<file path="src/rtl/rr_grant_arbiter.sv">
`default_nettype none
// ============================================================================
//  Module   : rr_grant_arbiter
//  Purpose  : Round-robin arbiter over NUM_ENTRIES requesters. It returns a
//             one-hot grant in the same cycle as the request. The priority
//             pointer rotates past the winner only when the consumer accepts
//             the grant. A sticky self-check flags any illegal grant encoding.
//  Ports    : clk          - clock, rising edge
//             reset        - synchronous, active-high reset
//             request      - bit i set = requester i wants service
//             update_lru   - consumer accepted the current grant
//             grant_oh     - one-hot grant, zero when there is no request
//             grant_idx    - binary index of the grant, zero when idle
//             grant_valid  - OR-reduction of grant_oh
//             check_error  - sticky illegal-grant flag, cleared by reset
//  Revision : 1.0 - initial release
// ============================================================================
module rr_grant_arbiter #(
    parameter int NUM_ENTRIES = 4,
    parameter int INDEX_WIDTH = 2
) (
    input  logic                   clk,
    input  logic                   reset,
    input  logic [NUM_ENTRIES-1:0] request,
    input  logic                   update_lru,
    output logic [NUM_ENTRIES-1:0] grant_oh,
    output logic [INDEX_WIDTH-1:0] grant_idx,
    output logic                   grant_valid,
    output logic                   check_error
);

    // The scan index is one bit wider than the pointer so that ptr + k
    // cannot overflow before it is wrapped.
    localparam int                     c_scan_w    = INDEX_WIDTH + 1;
    localparam logic [c_scan_w-1:0]    c_last_scan = c_scan_w'(NUM_ENTRIES - 1);
    localparam logic [c_scan_w-1:0]    c_num_scan  = c_scan_w'(NUM_ENTRIES);
    localparam logic [INDEX_WIDTH-1:0] c_last_idx  = INDEX_WIDTH'(NUM_ENTRIES - 1);
    localparam logic [INDEX_WIDTH-1:0] c_one_idx   = INDEX_WIDTH'(1);
    localparam logic [NUM_ENTRIES-1:0] c_one_vec   = NUM_ENTRIES'(1);

    // Elaboration-time parameter sanity checks.
    if (NUM_ENTRIES < 2) begin : g_bad_num_entries
        $error("rr_grant_arbiter: NUM_ENTRIES must be at least 2");
    end
    if (INDEX_WIDTH != $clog2(NUM_ENTRIES)) begin : g_bad_index_width
        $error("rr_grant_arbiter: INDEX_WIDTH must equal clog2(NUM_ENTRIES)");
    end

    logic [INDEX_WIDTH-1:0] r_ptr;
    logic                   r_check_error;

    logic [NUM_ENTRIES-1:0] w_grant_oh;
    logic [INDEX_WIDTH-1:0] w_grant_idx;
    logic                   w_found;
    logic [c_scan_w-1:0]    w_scan;
    logic [INDEX_WIDTH-1:0] w_cand;
    logic                   w_grant_valid;
    logic                   w_multi_hot;
    logic                   w_stray;
    logic                   w_missing;
    logic                   w_illegal;

    // Scan upward from r_ptr and wrap at NUM_ENTRIES-1. The wrap is an
    // explicit compare and subtract, so a non-power-of-two NUM_ENTRIES
    // wraps correctly. The first set request bit met in that order wins.
    always_comb begin
        w_grant_oh  = '0;
        w_grant_idx = '0;
        w_found     = 1'b0;
        w_scan      = '0;
        w_cand      = '0;
        for (int k = 0; k < NUM_ENTRIES; k++) begin
            w_scan = {1'b0, r_ptr} + c_scan_w'(k);
            if (w_scan > c_last_scan) begin
                w_scan = w_scan - c_num_scan;
            end
            w_cand = w_scan[INDEX_WIDTH-1:0];
            if (!w_found && request[w_cand]) begin
                w_found     = 1'b1;
                w_grant_idx = w_cand;
            end
        end
        if (w_found) begin
            w_grant_oh[w_grant_idx] = 1'b1;
        end
    end

    assign w_grant_valid = |w_grant_oh;

    // Self-check terms.
    // A value and (value - 1) share a set bit only when two or more bits are set.
    assign w_multi_hot = |(w_grant_oh & (w_grant_oh - c_one_vec));
    assign w_stray     = |(w_grant_oh & ~request);
    assign w_missing   = (|request) && !w_grant_valid;
    assign w_illegal   = w_multi_hot || w_stray || w_missing;

    always_ff @(posedge clk) begin
        if (reset) begin
            r_ptr         <= '0;
            r_check_error <= 1'b0;
        end else begin
            // The winner drops to lowest priority and its successor becomes
            // highest. An accept with no valid grant leaves the pointer as is.
            if (update_lru && w_grant_valid) begin
                r_ptr <= (w_grant_idx == c_last_idx) ? '0 : (w_grant_idx + c_one_idx);
            end
            if (w_illegal) begin
                r_check_error <= 1'b1;
            end
        end
    end

`ifndef SYNTHESIS
    // Simulation-only: stop at once on an illegal grant and name the instance.
    always_ff @(posedge clk) begin
        if (!reset) begin
            assert (!w_illegal)
            else $fatal(1, "%m: illegal grant encoding grant_oh=%b request=%b",
                        w_grant_oh, request);
        end
    end
`endif

    assign grant_oh    = w_grant_oh;
    assign grant_idx   = w_grant_idx;
    assign grant_valid = w_grant_valid;
    assign check_error = r_check_error;

endmodule
`default_nettype wire

</file>
<file path="config.mk">
export PLATFORM = sky130hd
export DESIGN_NAME = rr_grant_arbiter
export DESIGN_NICKNAME = d
export VERILOG_FILES = /design/src/rtl/rr_grant_arbiter.sv
export SDC_FILE = /design/constraint.sdc
export NUM_CORES = 1
export LEC_CHECK = 0
export ABC_AREA = 1
export CORE_MARGIN = 3
export CORE_UTILIZATION = 41
export DETAILED_ROUTE_END_ITERATION = 6
export PLACE_DENSITY = 0.73
export SLEW_MARGIN = 20
export SYNTH_ARGS = -nofsm -noshare
export SYNTH_HDL_FRONTEND = slang
export SYNTH_SLANG_ARGS = --single-unit
</file>
<file path="constraint.sdc">
create_clock -name clk -period 2.5 [get_ports clk]
set_input_delay 0.75 -clock clk [delete_from_list [all_inputs] [get_ports clk]]
set_output_delay 0.75 -clock clk [all_outputs]
set_load 0.005 [all_outputs]
</file>
==> results, run 1 <==
- The run stopped with a tool error.
- The stopping stage is global routing.
- The tool reported: "[ERROR DPL-0038] Utilization greater than 100%, impossible to legalize".
- The initialized floorplan defines 12 standard-cell rows.
- The width of the chip is 42.48 um.
- The part of the Yosys area used for sequential elements is 11.01%.
- In this run the mean area of a mapped cell was 5.683 um2.
- The worst setup endpoint after the global-route repair_timing is grant_oh[3].
- The number of clock sinks is 3.
- The vertical extent of the die is 42.48 um.
- Once detailed placement completed, the half-perimeter wirelength came to 1.272 mm.
- Synthesis produced 96 cells.
- In this run the deepest clock path goes through 2 buffers.
- Summed over its instances, the top area cell type makes up 23.39% of the synthesized netlist area.
- For this design the top-level I/O count stands at 15.
- The pin count of the biggest net entering global routing is 8.
- The number of levels the H-tree was split into is 1.
- The root buffer selected by CTS is clkbuf_4.
- Routability-driven placement finished with a final weighted congestion of 0.8747.
- Buffers placed on the I/O ports in this run total 14.
- The dominant cell type by area after synthesis is nand2_1.
- TritonCTS created 3 clock buffers.
- The count of cell types in the netlist is 18.
- Once the floorplan was initialized, standard cells occupied 46.58% of the core.
- After the last repair the worst path ends at a primary output.
- The number of buffers inserted by hold repair at cts is 0.
- The cell area after synthesis is 545.5 um2.
- The Yosys warning count is 0.
- The register bit total from synthesis is 3.
- After synthesis, the cell types taking the most area are nand2_1 23%, nand2_2 13%, dfxtp_1 11%.
- In this run, placement finished with an instance count of 145.
- The synthesized net count is 107.
[cells in the mapped netlist (all sizes together)]
library cell,instances
a211oi,1
a21oi,2
buf,2
dfxtp,3
ha,4
inv,18
nand2,45
nand3,10
nand4,2
nor2,6
o21ai,2
o21bai,1
[kinds of logic after synthesis]
kind of cell	after synthesis	synth area share (%)
and+or+nand+nor	63	55.73
buffers and inverters	20	17.66
AOI/OAI and AO/OA	6	6.423
adders and majority gates	4	9.175
DFF	3	11.01
[through the flow]
stage / area, um2 / setup slack, ns
after floorplan: 553.0 / 0.0004413
after global placement: 869.6 / -1.022
after detailed placement: 869.6 / -1.082
after CTS: 1076 / -0.2223
[repair_timing]
item / in CTS
resized for setup: 86
pin swaps: 27
setup endpoints to repair: 8
buffers inserted: 8
==> inputs of run 2 (changes only) <==
--- a/config.mk
+++ b/config.mk
@@ -6,10 +6,10 @@
 export NUM_CORES = 1
 export LEC_CHECK = 0
 export ABC_AREA = 1
-export CORE_MARGIN = 3
-export CORE_UTILIZATION = 41
+export CORE_AREA = 3 3 64 66
 export DETAILED_ROUTE_END_ITERATION = 6
-export PLACE_DENSITY = 0.73
+export DIE_AREA = 0 0 67 69
+export PLACE_DENSITY_LB_ADDON = 0.15
 export SLEW_MARGIN = 20
 export SYNTH_ARGS = -nofsm -noshare
 export SYNTH_HDL_FRONTEND = slang
==> constraint.sdc (replaced) <==
create_clock -name clk -period 3.2 [get_ports clk]
set_input_delay 0.96 -clock clk [delete_from_list [all_inputs] [get_ports clk]]
set_output_delay 0.96 -clock clk [all_outputs]
set_load 0.005 [all_outputs]
==> run 2 against run 1 <==
  * The run now ends clean
  * Area after synthesis did not move
  * Synthesized cell count did not move
==> results, run 2 <==
- The worst path uses 98.80% of the clock period.
- Row generation in the floorplan step produced 22 rows.
- In the synthesized netlist the dominant register cell turns out to be dfxtp_1.
- The number of buffers inserted during clock tree synthesis is 3.
- The register bit total from synthesis is 3.
- The startpoint class of the critical path is an input pin.
- The endpoint identified for the worst register-to-register timing path is check_error.
- The total die area is 0.004623 mm2.
- The final count of hold timing violations is 0.
- The number of enable-type register cells in the synthesized netlist is 0.
- The number of violations of the max-capacitance limit is 0.
- In this run the critical register-to-register path is launched from r_ptr[0].
- The number of levels the H-tree was split into is 1.
- The worst register-to-register path has a setup slack of 1.02 ns.
- Setup repair after global routing could not meet its margin everywhere.
- The required time of the critical path is 2.24 ns.
- The signed area change from the synthesized netlist to the final layout is 109.6%.
- For this run, asynchronously set or reset flops after synthesis account for 0%.
- Across the VDD grid, the largest voltage drop is 0.3546 mV.
- The setup TNS is 0 ns.
- The synthesized netlist occupies a cell area of 545.5 um2.
- After synthesis, the netlist uses 18 different library cells.
- The remaining global-route overflow is 0.
- The leakage power total is 0.5890 nW.
- The clock latency on the worst-skew pair is 0.21 ns.
- The sequential power share is 7.9%.
- The initial antenna violation count is 0.
- In this run, the combinational gates consume 76.2% of the power.
- The gate count after technology mapping is 96.
- The per-cell via count in the routed design is 3.661.
- Yosys attributes the largest share of cell area to nand2_1 23%, nand2_2 13%, dfxtp_1 11%.
- The count of buffers added on input and output ports is 14.
- By count the netlist is led by 34 x nand2_1, 15 x inv_1, 11 x nand2_2, 7 x nand3_1, 5 x nor2_1.
- The critical setup path kind is in -> out.
- The multi-input combinational cells in the finished layout cover a total of 534.3 um2.
- The buffer depth of the longest clock path is 2.
- The placer congestion estimate is 0.6996.
- The core utilization of the finished layout is 31.47%.
- At the end of the flow, the number of nets in the layout was 153.
- The effective utilization at floorplan is 15.01%.
- Dividing total power by cell area gives a power density of 601.7 mW/mm2.
- Net switching is 42.16% of the power.
- The max-slew violation count is 0.
- For this run, the number of Yosys warnings is 0.
- The type of element capturing the critical path is an output port.
- CTS saw 3 sinks.
- Leaving out fill and tap cells, the most frequent cell in the layout is buf_4.
- Setup violations remaining at the end of the flow were counted as 0.
- For this run, the detailed router's first-pass iteration total came to 2.
- The arrival time at the worst endpoint is 2.20 ns.
- The top cell type's share of synthesized area is 23.39%.
- From left edge to right edge, the die measures 67 um.
- Across all setup checks in the final design, the least slack found is 0.03847 ns.
- The first routing iteration left 7 violations.
- When the netlist entered floorplanning its net count stood at 107.
- The global-route usage over all layers is 8.949%.
- For this design, the CTS-stage hold fixing added 0 buffers.
- The clock slew seen by the registers of the worst setup and hold paths is 0.03 ns.
- The reported net switching power is 0.2901 mW.
- The share of cells above drive strength 1 is 63.12%.
- The worst relative slew slack is 86.29%.
- Entering global routing, the biggest net connects 11 pins.
- The wire-length estimate of the detail-placed layout is 1.429 mm.
- The number of vias after detailed routing is 692.
- The CTS tree is done.
- The root buffer selected by CTS is clkbuf_8.
- Among all cell types in the netlist, the one instantiated most often is nand2_1.
- The worst setup path startpoint is request[2].
- The maximum achievable frequency is 0.3163 GHz.
- The part of the Yosys area used for sequential elements is 11.01%.
- The combined flip-flop and latch cell area is 60.06 um2.
- The average footprint of a synthesized cell is 5.683 um2.
- The largest register by flop count is r_ptr.
- The total area inside the core boundary comes to 0.003633 mm2.
- The flip-flop count of the largest register after layout is 2.
- The clock period minus worst slack is 3.162 ns.
- In the final routed layout, each cell accounts on average for 9.672 um.
- The number of fill cells in the layout is 423.
- The path type of the worst min-delay path is reg -> reg.
- The minimum setup slack after placement is -0.8726 ns.
- Power comes to 0.6881 mW.
- The fraction of power consumed by the clock network is 15.9%.
- The number of routed nets with antenna violations is 0.
- The biggest area contributor in the post-synthesis netlist is nand2_1.
- The depth of the worst register-to-register path is 16.
- For this design the top-level I/O count stands at 15.
- The maximum net fanout on the critical path is 3.
- For the pin with the worst max-slew slack, the measured transition is 0.2034 ns.
- In the layout the commonest cells are 27 x buf_4, 22 x nand2_1, 18 x nand2_2.
- The total inserted antenna cells is 0.
- The number of global-route vias before repair is 713.
- The wire length of the first global-routing pass is 3.312 mm.
- The most critical setup path has its endpoint at grant_oh[2].
- The count of unresolved DRC violations after routing is 0.
- On the final layout, the worst clock skew is 0.0008945 ns.
- The flow ran to the end, and the final reports show no timing, DRC or antenna violations.
- The floorplan step set the die height to 69 um.
- The detailed-route wire length is 1.828 mm.
- The internal portion of the total power is 0.3980 mW.
## run 2: layer usage
metal  part of all wire, %  track usage [%]  vias up  wire, um
met4                   1.0            3.378        0        19
met5                     0                0        -         0
li1                      -                -      381         -
met3                   1.9           0.6515        2        35
met2                    52            14.08        5       958
met1                    45            12.46      304       815
## run 2: power groups by stage
stage / sequential [mW] / clock [mW] / combinational (mW)
2_1_floorplan: 0.0547 / 0 / 0.197
3_3_place_gp: 0.0550 / 0 / 0.394
3_5_place_dp: 0.0556 / 0 / 0.390
4_1_cts: 0.0550 / 0.115 / 0.499
5_1_grt: 0.0565 / 0.120 / 0.582
6_report: 0.0545 / 0.109 / 0.524
## run 2: area by class of cell
cell class,instances,share of cell area (%)
Multi-Input combinational cell,73,46.72
Timing Repair Buffer,43,30.96
Sequential cell,3,5.252
Tap cell,48,5.252
Clock buffer,4,3.939
Inverter,18,7.877
## run 2: critical path, cell delays in order
cell and delay, ns:
buf_8 0.11, inv_6 0.05, nand2_4 0.05, nand3_4 0.09, nand2_4 0.07, nor2_4 0.14
nand4_1 0.14, nand2_4 0.17, inv_6 0.06, ha_4 0.15, inv_2 0.06, nor2_4 0.03
buf_2 0.12
## run 2: what timing repair did
action | in CTS | in global routing
pin swaps | 18 | 15
setup endpoints to repair | 7 | 6
buffers inserted | 9 | 2
gates resized for setup | 77 | 21
## run 2: stage by stage
| step | hold slack, ns | cells | instance area (um2) |
|---|---|---|---|
| after detailed placement | 0.5987 | 176 | 869.6 |
| after global placement | 0.5860 | 176 | 869.6 |
| after floorplan | 0.5459 | 96 | 545.5 |
| after CTS | 0.6164 | 188 | 1061 |
| final | 0.6095 | 189 | 1144 |
| after global routing | 0.6720 | 189 | 1144 |
## run 2: worst min-delay path by stage
stage / to / from / depth (start not counted)
CTS: r_ptr[1] / r_ptr[1] / 2
finish: check_error / check_error / 3
global route: r_ptr[1] / r_ptr[1] / 2
floorplan: r_ptr[1] / r_ptr[1] / 2
detailed placement: r_ptr[1] / r_ptr[1] / 2
global placement: check_error / check_error / 3
## run 2: cells by family after synthesis
logic type,share of synthesized area [%]
adder cells (fa/ha/maj),9.175
AO/OA/AOI/OAI,6.423
AND/OR/NAND/NOR,55.73
buffers and inverters,17.66
flip-flops,11.01
(Power assumes the default switching activity.)
==> inputs of run 3 (changes only) <==
--- a/config.mk
+++ b/config.mk
@@ -6,9 +6,9 @@
 export NUM_CORES = 1
 export LEC_CHECK = 0
 export ABC_AREA = 1
-export CORE_AREA = 3 3 64 66
+export CORE_AREA = 2 2 63 65
 export DETAILED_ROUTE_END_ITERATION = 6
-export DIE_AREA = 0 0 67 69
+export DIE_AREA = 0 0 65 67
 export PLACE_DENSITY_LB_ADDON = 0.15
 export SLEW_MARGIN = 20
 export SYNTH_ARGS = -nofsm -noshare
==> run 3 against run 2 <==
  * Clock-buffer cell count unchanged
  * Worst hold slack got worse by 0.017 ns
  * Highest routed layer is now met3
  * Non-clock buffer count increased by 3
  * Clock skew increased by 0.0027 ns
  * Via count increased by 8.7%
  * Sequential share of layout area decreased by 0.24 points
  * Sequential cell count unchanged
  * Critical path depth decreased by 5
  * Final cell count increased by 1.6%
  * First-iteration DRC count increased by 100%
  * Worst setup slack improved by 0.016 ns
  * Critical endpoint is now grant_valid
==> results, run 3 (synthesis results as in run 2) <==
- Between clock sinks in the finished design, the worst skew comes to 0.003546 ns.
- The placer congestion estimate is 0.8256.
- In this run the clock root is driven by a clkbuf_8.
- The total inserted antenna cells is 0.
- The number of fill cells in the layout is 394.
- The count of buffers added on input and output ports is 14.
- In the global route stage, overall resource usage came out at 9.947%.
- The per-cell via count in the routed design is 3.917.
- Traced cell by cell, the critical path runs through buf_8 > inv_6 > buf_4 > buf_4 > nand4_1 > buf_4 > buf_4 > clkdlybuf4s50_1.
- The total power after layout is 0.7588 mW.
- The worst hold slack across all endpoints is 0.5923 ns.
- The required time of the critical path is 2.24 ns.
- The register with the most flip-flops in the layout has 2 of them.
- In the layout the commonest cells are 31 x buf_4, 22 x nand2_1, 15 x nand2_2.
- The worst relative slew slack is 85.66%.
- Wires add up to 1.990 mm.
- The family of cells with the greatest summed delay on the critical path is buffers and inverters.
- The width of the chip is 65 um.
- The number of vias after detailed routing is 752.
- The maximum achievable frequency is 0.3179 GHz.
- The number of standard-cell rows in the floorplan is 22.
- The buffer depth of the longest clock path is 2.
- In the finished design, the share of the clock period the worst path needs comes to 98.30%.
- The sum of net half-perimeters after detailed placement is 1.315 mm.
- Clock tree synthesis found a total of 3 sinks.
- The max-slew violation count is 0.
- Counting both buffers and inverters, the worst setup path holds a total of 7.
- The effective utilization at floorplan is 15.13%.
- The area inside the core boundary is 0.003606 mm2.
- The final setup violation count is 0.
- The signed area change from the synthesized netlist to the final layout is 119.5%.
- The initial antenna violation count came to 0.
- The number of routed nets with antenna violations is 0.
- The number of levels the H-tree was split into is 1.
- The setup TNS is 0 ns.
- The run finished with clean final reports.
- TritonCTS built the clock tree.
- The number of violations of the max-capacitance limit is 0.
- The clock slew seen by the registers of the worst setup and hold paths is 0.03 ns.
- At the placement stage, the worst setup path has a slack of -0.8517 ns.
- During I/O placement, the number of pins put on the boundary was 15.
- The path type of the worst min-delay path is reg -> reg.
- The critical setup path kind is in -> out.
- In the post-route analysis, the smallest setup slack over all paths is 0.05445 ns.
- The largest incremental delay on the critical path is 0.51 ns.
- The die covers 0.004355 mm2.
- The most common cell after layout, fill and taps aside is buf_4.
- The floorplan step set the die height to 67 um.
- r_ptr holds more flip-flops than any other register.
- The detailed-route wire length per cell is 10.36 um.
- The startpoint class of the critical path is an input pin.
- The most numerous cell on the critical path is buf_4.
- The clock period minus worst slack is 3.146 ns.
- The total overflow left after global routing is 0.
- After the last flow step, the layout net total stands at 156.
- The clock latency on the worst-skew pair is 0.22 ns.
- The number of DRC markers in iteration 0 is 14.
- STA classifies the critical path endpoint as an output port.
- Setup repair after global routing could not meet its margin everywhere.
- The number of global-route vias before repair is 761.
- The post-route netlist has 65.28% of its cells at a drive strength greater than 1.
- The final count of hold timing violations was 0.
- In the final layout, the multi-input gates occupy 548.0 um2.
- The largest voltage drop on the vdd net is 0.2281 mV.
- The cell with the largest stage delay on the worst path is clkdlybuf4s50_1.
- The sequential cells in the finished layout cover a total of 60.06 um2.
- The total power divided by cell area is 633.7 mW/mm2.
- The number of buffers inserted during clock tree synthesis is 3.
- The arrival time at the worst endpoint is 2.19 ns.
- The number of search-and-repair iterations in the first detailed-routing pass is 4.
- Entering global routing, the biggest net connects 12 pins.
- The first global-routing pass estimated 3.312 mm of wire.
- The maximum net fanout on the critical path is 6.
- The analysis attributes to cell leakage a power of 0.6147 nW.
- The worst-margin pin slew is 0.2137 ns.
- Hold repair after CTS inserted 0 buffers.
- The count of unresolved DRC violations after routing is 0.
-- run 3: cell count changes in the layout (fill, tap and decap cells not counted) --
cell     delta
nor2_4      -1
buf_6       -4
o21ai_0     -1
buf_8       +3
nand2_4     +3
nand2_2     -3
inv_4       -4
buf_4       +4
o21ai_2     +1
nor2_2      +1
inv_6       +4
inv_1       -1
inv_2       +1
-- run 3: power breakdown --
part | internal, mW | leakage (nW) | switching [mW] | total (mW)
registers | 0.0474 | 0.0250 | 0.00759 | 0.0550
clock network | 0.0853 | 0.0228 | 0.0283 | 0.114
logic | 0.310 | 0.567 | 0.280 | 0.590
total | 0.443 | 0.615 | 0.316 | 0.759
-- run 3: final cells by class --
| cell class | count | area share [%] |
|---|---|---|
| multi-input combinational | 73 | 45.77 |
| timing repair buffer | 46 | 32.08 |
| inverter | 18 | 8.359 |
| sequential | 3 | 5.016 |
| tap | 48 | 5.016 |
| clock buffer | 4 | 3.762 |
-- run 3: what timing repair did --
action | CTS | global route
pin swaps | 22 | 20
resized for setup | 70 | 39
buffers inserted | 14 | 4
endpoints found under the setup margin | 7 | 7
hold endpoints to repair | 0 | 0
-- run 3: layer usage --
layer  GRT usage [%]  vias up  share of wire [%]
li1                -      391                  -
met1           11.81      346                 45
met2           18.56       15                 52
met3           1.014        0                2.7
met4           3.191        0                  0
met5               0        -                  0
-- run 3: worst paths after layout --
| path | from | end | slack (ns) | cells past startpoint |
|---|---|---|---|---|
| setup / recovery | request[0] | grant_valid | 0.05 | 8 |
| hold reg to reg | check_error | check_error | 0.59 | 3 |
| setup reg to reg | r_ptr[0] | check_error | 0.44 | 22 |
| hold / removal | check_error | check_error | 0.59 | 3 |
-- run 3: tightest hold or removal path, delay by kind of cell, from the launching register on --
| family | cells | cell delay (ns) |
|---|---|---|
| flops | 1 | 0.31 |
| compound gates | 2 | 0.20 |
| simple gates | 1 | 0.05 |
-- run 3: metrics by stage --
step                      std cells  utilization, %  area, um2
after global routing            192           33.21       1197
after detailed placement        173           23.49      847.1
after global placement          173           23.49      847.1
after CTS                       189           28.97       1045
final                           192           33.21       1197
after floorplan                  96               -      545.5
